===== src/rtl/uart_pkg.sv =====
// rtl/uart_pkg.sv - shared types and constants for the UART receive path
package uart_pkg;

    localparam int UART_DATA_BITS            = 8;
    localparam int UART_DEFAULT_CLKS_PER_BIT = 434;

    typedef enum logic [2:0] {
        IDLE,
        START,
        DATA,
        PARITY,
        STOP,
        RECOVER
    } rx_state_e;

endpackage


===== src/rtl/uart_byte_rx_if.sv =====
// rtl/uart_byte_rx_if.sv - byte/strobe bundle from the UART receiver to the packet parser
interface uart_byte_rx_if;
    import uart_pkg::*;

    logic [UART_DATA_BITS-1:0] data_out;
    logic                      data_rdy;
    logic                      frame_err;
    logic                      parity_err;
    logic                      busy;

    modport master (output data_out, data_rdy, frame_err, parity_err, busy);
    modport slave  (input  data_out, data_rdy, frame_err, parity_err, busy);
endinterface


===== src/rtl/uart_bit_timer.sv =====
// rtl/uart_bit_timer.sv - up-counting bit timer with full/half-bit terminal tick
module uart_bit_timer #(
    parameter int CLKS_PER_BIT = 434
) (
    input  logic clk,
    input  logic rst_n,
    input  logic clr_i,
    input  logic half_i,
    output logic tick_o
);
    localparam int W = $clog2(CLKS_PER_BIT);
    localparam logic [W-1:0] FULL_TERM = W'(CLKS_PER_BIT - 1);
    localparam logic [W-1:0] HALF_TERM = W'((CLKS_PER_BIT / 2) - 1);

    logic [W-1:0] tmr_q, tmr_d;

    always_comb begin
        tick_o = (tmr_q == (half_i ? HALF_TERM : FULL_TERM));
        tmr_d  = (clr_i || tick_o) ? '0 : tmr_q + 1'b1;
    end

    always_ff @(posedge clk or negedge rst_n) begin
        if (!rst_n) tmr_q <= '0;
        else        tmr_q <= tmr_d;
    end
endmodule


===== src/rtl/uart_byte_rx.sv =====
// rtl/uart_byte_rx.sv - 8N1 UART byte receiver; define UART_RX_PARITY_EN for 8E1 with parity check
module uart_byte_rx
    import uart_pkg::*;
#(
    parameter int CLKS_PER_BIT = UART_DEFAULT_CLKS_PER_BIT,
    parameter int SYNC_STAGES  = 2
) (
    input  logic                  clk,
    input  logic                  rst_n,
    input  logic                  rx,
    uart_byte_rx_if.master        rx_if
);
    logic [SYNC_STAGES-1:0]    sync_q;
    logic                      rx_s;
    rx_state_e                 state_q, state_d;
    logic [2:0]                idx_q, idx_d;
    logic [UART_DATA_BITS-1:0] sh_q, sh_d, data_q, data_d;
    logic                      rdy_q, rdy_d, ferr_q, ferr_d, perr_q, perr_d;
    logic                      busy_q, busy_d, par_bad_q, par_bad_d;
    logic                      tmr_clr, tmr_half, tick;

    assign rx_s = sync_q[SYNC_STAGES-1];

    uart_bit_timer #(.CLKS_PER_BIT(CLKS_PER_BIT)) u_timer (
        .clk    (clk),
        .rst_n  (rst_n),
        .clr_i  (tmr_clr),
        .half_i (tmr_half),
        .tick_o (tick)
    );

    always_comb begin
        state_d   = state_q;
        idx_d     = idx_q;
        sh_d      = sh_q;
        data_d    = data_q;
        par_bad_d = par_bad_q;
        rdy_d     = 1'b0;
        ferr_d    = 1'b0;
        perr_d    = 1'b0;
        tmr_clr   = 1'b0;
        tmr_half  = 1'b0;
        case (state_q)
            IDLE: begin
                tmr_clr   = 1'b1;
                idx_d     = '0;
                par_bad_d = 1'b0;
                if (!rx_s) state_d = START;
            end
            START: begin
                tmr_half = 1'b1;
                if (tick) state_d = rx_s ? IDLE : DATA;
            end
            DATA: begin
                if (tick) begin
                    sh_d  = {rx_s, sh_q[UART_DATA_BITS-1:1]};
                    idx_d = idx_q + 3'd1;
`ifdef UART_RX_PARITY_EN
                    if (idx_q == 3'(UART_DATA_BITS - 1)) state_d = PARITY;
`else
                    if (idx_q == 3'(UART_DATA_BITS - 1)) state_d = STOP;
`endif
                end
            end
            PARITY: begin
`ifdef UART_RX_PARITY_EN
                // even parity: data bits plus parity bit must XOR to zero
                if (tick) begin
                    par_bad_d = rx_s ^ (^sh_q);
                    state_d   = STOP;
                end
`else
                state_d = IDLE;
`endif
            end
            STOP: begin
                // leaving at mid-stop-bit leaves half a bit to catch the next start edge
                if (tick) begin
                    perr_d = par_bad_q;
                    if (rx_s) begin
                        state_d = IDLE;
                        if (!par_bad_q) begin
                            data_d = sh_q;
                            rdy_d  = 1'b1;
                        end
                    end else begin
                        ferr_d  = 1'b1;
                        state_d = RECOVER;
                    end
                end
            end
            RECOVER: begin
                tmr_clr = 1'b1;
                if (rx_s) state_d = IDLE;
            end
            default: state_d = IDLE;
        endcase
        busy_d = (state_d != IDLE);
    end

    always_ff @(posedge clk or negedge rst_n) begin
        if (!rst_n) begin
            sync_q    <= '1;
            state_q   <= IDLE;
            idx_q     <= '0;
            sh_q      <= '0;
            data_q    <= '0;
            rdy_q     <= 1'b0;
            ferr_q    <= 1'b0;
            perr_q    <= 1'b0;
            busy_q    <= 1'b0;
            par_bad_q <= 1'b0;
        end else begin
            sync_q    <= {sync_q[SYNC_STAGES-2:0], rx};
            state_q   <= state_d;
            idx_q     <= idx_d;
            sh_q      <= sh_d;
            data_q    <= data_d;
            rdy_q     <= rdy_d;
            ferr_q    <= ferr_d;
            perr_q    <= perr_d;
            busy_q    <= busy_d;
            par_bad_q <= par_bad_d;
        end
    end

    assign rx_if.data_out   = data_q;
    assign rx_if.data_rdy   = rdy_q;
    assign rx_if.frame_err  = ferr_q;
    assign rx_if.parity_err = perr_q;
    assign rx_if.busy       = busy_q;
endmodule

===== src/flat_wrapper.sv =====
// flat-port wrapper written by rule: the top's interface ports become plain ports
module uart_byte_rx_flat import uart_pkg::*;
#(
    parameter int CLKS_PER_BIT = UART_DEFAULT_CLKS_PER_BIT,
    parameter int SYNC_STAGES  = 2
)
  (clk, rst_n, rx, rx_if_data_out, rx_if_data_rdy, rx_if_frame_err, rx_if_parity_err, rx_if_busy);
  uart_byte_rx_if rx_if_i ();
  input  logic clk;
  input  logic rst_n;
  input  logic rx;
  output wire logic [$bits(rx_if_i.data_out)-1:0] rx_if_data_out;
  output wire logic [$bits(rx_if_i.data_rdy)-1:0] rx_if_data_rdy;
  output wire logic [$bits(rx_if_i.frame_err)-1:0] rx_if_frame_err;
  output wire logic [$bits(rx_if_i.parity_err)-1:0] rx_if_parity_err;
  output wire logic [$bits(rx_if_i.busy)-1:0] rx_if_busy;
  assign rx_if_data_out = rx_if_i.data_out;
  assign rx_if_data_rdy = rx_if_i.data_rdy;
  assign rx_if_frame_err = rx_if_i.frame_err;
  assign rx_if_parity_err = rx_if_i.parity_err;
  assign rx_if_busy = rx_if_i.busy;
  uart_byte_rx #(.CLKS_PER_BIT(CLKS_PER_BIT), .SYNC_STAGES(SYNC_STAGES)) u_core (.clk(clk), .rst_n(rst_n), .rx(rx), .rx_if(rx_if_i));
endmodule

===== config.mk =====
export PLATFORM = sky130hd
export DESIGN_NAME = uart_byte_rx_flat
export DESIGN_NICKNAME = d
export VERILOG_FILES = /design/src/rtl/uart_pkg.sv /design/src/rtl/uart_byte_rx_if.sv /design/src/rtl/uart_bit_timer.sv /design/src/rtl/uart_byte_rx.sv /design/src/flat_wrapper.sv
export SDC_FILE = /design/constraint.sdc
export NUM_CORES = 1
export LEC_CHECK = 0
export CAP_MARGIN = 10
export CORE_MARGIN = 1.5
export CORE_UTILIZATION = 56
export CTS_BUF_LIST = sky130_fd_sc_hd__clkbuf_4 sky130_fd_sc_hd__clkbuf_8 sky130_fd_sc_hd__clkbuf_16
export CTS_CLUSTER_DIAMETER = 100
export DETAILED_ROUTE_END_ITERATION = 12
export PLACE_DENSITY = 0.87
export SKIP_CTS_REPAIR_TIMING = 1
export SYNTH_ARGS = -nofsm -noshare
export SYNTH_HDL_FRONTEND = slang
export SYNTH_SLANG_ARGS = --single-unit

===== constraint.sdc =====
create_clock -name clk -period 2.4 [get_ports clk]
set_clock_uncertainty 0.1 [all_clocks]
set_input_delay 0.24 -clock clk [delete_from_list [all_inputs] [get_ports clk]]
set_output_delay 0.24 -clock clk [all_outputs]
set_load 0.005 [all_outputs]

==> out/qor.yml <==
hp-class: "in -> async"
fin_area_um2: 1840
cpPeakStageDelay_ps: 560
finalSetupViolCount: 0
critPathMaxFanout: 13
die-height_um: 57.1
clock_latency_ps: 340
nets: 159
worstMarginPinSlew_ps: 635
fin_setup_tns_ps: 0
synth_top_family_by_area: "simple AND/OR/NAND/NOR gates"
seq_area_um2: 903
grt_pass1_wl_um: 5000
worstPathRequired_ps: 2550
slew_viol_final: 0
maxCapViolCount: 0
area_delta_synth_final_pct: 12.5
crit_slowest_cell: "dfrtp_1"
ant_nets: 0
netlist_instances: 139
root_buffer: "clkbuf_4"
async_flop_share_pct: 100
muxShareOfSynthArea_pct: 11.6
io_pins: 15
grt_max_degree: 37
cp_num_buf_inv: 0
grt_pass1_vias: 1126
yosys.area_share.simple_pct: 16.3
numCtsBuffers: 5
synth_xor_area_share_pct: 3.74
via_count: 1127
synth-seq-area-share_pct: 55.1
clk_pin_slew_ps: 110
finalHoldViolations: 0
yosysTopAreaCell: "dfrtp_1"
initial_core_util_pct: 59.4
start_kind: "flip-flop"
synthFlopType: "dfrtp_1"
routedWlPerCell_um: 15.6
post-place-ws_ps: 301
worst_slack_ps: 255
fin_crit_ps: 2140
place_congestion: 0.835
dp_hpwl_um: 2000
leakage_nw: 0.845
cp.arrival_ps: 2300
first_iter_violations: 38
path_cells: "or3b_4 -> or4_4 -> or3_1 -> o21ai_0"
vdd_drop_max_mv: 0.435
drive_gt1_share_pct: 21.4
synth_compound_area_share_pct: 8.02
synthDistinctLibCells: 34
io_buffers: 13
fillers: 209
grt-ovfl-total: 0
antenna_found_initial: 0
synth-adder-area-share_pct: 2.29
h-tree-depth: 2
cts_tree: "yes"
clock-sinks: 36
critPathKind: "reg -> reg"
first_pass_iters: 4
synth-edff-count: 0
rsz0062_at_grt: "false"
syn-cell-area_um2: 1640
syn_avg_cell_area_um2: 11.8
status: "finished, final reports clean"
diodes: 0
period_share_pct: 89.4
grt_usage_pct: 20.2
dieArea_um2: 3260
core_um2: 2760
multi_input_area_um2: 692
synth.top_cell.area_share_pct: 51.9
routed_via_density: 6.09
drt_wl_total_um: 2890
total_power_mw: 0.958
synth_nets: 145
ys_ff_latch: 36
yosysWarnings: 0
placedInstanceArea_um2: 1780
die_w_um: 57.1
end_kind: "flip-flop"
relSlewSlack_pct: 57.7
timing.fmax_mhz: 466
powerDensity_nw_per_um2: 520
clk_path_buf_depth: 2
drc: 0
cp_top_family: "simple AND/OR/NAND/NOR gates"
yosys-top-cells-area: "dfrtp_1 (52%), mux2_2 (11%), dfstp_2 (3.2%)"
rows: 19
## cells in the mapped netlist (2+ instances only)
cell,number
and3_1,2
and4bb_2,2
mux2_2,16
clkbuf_1,4
o311a_1,2
nand4_1,3
nand3_1,6
xnor2_1,5
or3_1,2
nor2b_1,2
xor2_1,2
nand2_1,6
a21oi_1,2
nand4bb_1,2
o211ai_1,3
buf_2,2
nor3_1,5
ha_1,3
dfrtp_1,34
nor2_1,12
inv_1,3
o21ai_0,8
dfstp_2,2
## stage by stage
| step | cells | hold WS (ps) | util [%] |
|---|---|---|---|
| finish | 185 | 192 | 66.9 |
| global route | 185 | 185 | 66.9 |
| global placement | 177 | 247 | 64.7 |
| CTS | 185 | 181 | 66.9 |
| floorplan | 139 | -156 | - |
| detailed placement | 177 | 249 | 64.7 |
## cells in the final DEF (no fill, tap or decap), types with 2 or more instances in the layout
master            n
clkdlybuf4s50_1  13
and4bb_2          2
nand4bb_1         2
o311a_1           2
nor2_1           12
nand2_1           6
or3_1             2
xnor2_1           5
dfstp_2           2
mux2_2           16
o211ai_1          3
nor3_1            5
nand4_1           3
clkbuf_4          7
inv_1             3
nor2b_1           2
xor2_1            2
and3_1            2
a21oi_1           2
nand3_1           6
ha_1              3
dfrtp_1          34
o21ai_0           8
## power by group
group,internal [mW],switching [mW],total (mW)
registers,0.609,0.00237,0.612
logic,0.00408,0.0119,0.0160
clock network,0.140,0.191,0.331
## worst reg2reg max path, cell delays in order (launching register included)
cell     delay (ps)
dfrtp_1         560
or3b_4          450
or4_4           540
or3_1           330
o21ai_0          80
## area by class of cell
class                      count  area share, %
sequential                    36           49.0
tap                           31           2.10
inverter                       3          0.611
timing repair buffer          14           7.46
multi-input combinational     93           37.5
clock inverter                 1          0.475
clock buffer                   7           2.85
## state kept, by name (all words and copies together) (netlist names)
signal	flops
u_core.sh_q	8
u_core.sync_q	2
u_core.state_q	3
u_core.rx_if.busy	1
u_core.rx_if.frame_err	1
u_core.idx_q	3
u_core.u_timer.tmr_q	9
u_core.rx_if.data_out	8
u_core.rx_if.data_rdy	1
## cells by family (layout without fill, tap and decap cells)
logic type / after synthesis / after routing
AO/OA/AOI/OAI: 19 / 19
XOR/XNOR: 7 / 7
adder cells (fa/ha/maj): 3 / 3
buffers and inverters: 10 / 25
flip-flops: 36 / 36
multiplexers: 17 / 17
other: 1 / 1
AND/OR/NAND/NOR: 46 / 46
## layer usage
layer	vias up	share of wire [%]	track usage (%)
met2	33	49	32.3
met3	10	5.0	7.03
met4	0	1.9	9.30
met5	-	0	0
met1	555	44	24.8
li1	529	-	-
## final timing paths
check | start | to | slack, ps | cells past startpoint
max | u_core.state_q[0] | u_core.state_q[1] | 260 | 4
min | rst_n | u_core.idx_q[1] | 190 | 2
max reg2reg | u_core.state_q[0] | u_core.state_q[1] | 260 | 4
min reg2reg | u_core.sync_q[0] | u_core.sync_q[1] | 260 | 0
max in group asynchronous | rst_n | u_core.sync_q[1] | 1660 | 2
min in group clk | rx | u_core.sync_q[0] | 200 | 1
Power figures use the tool's default switching activity.
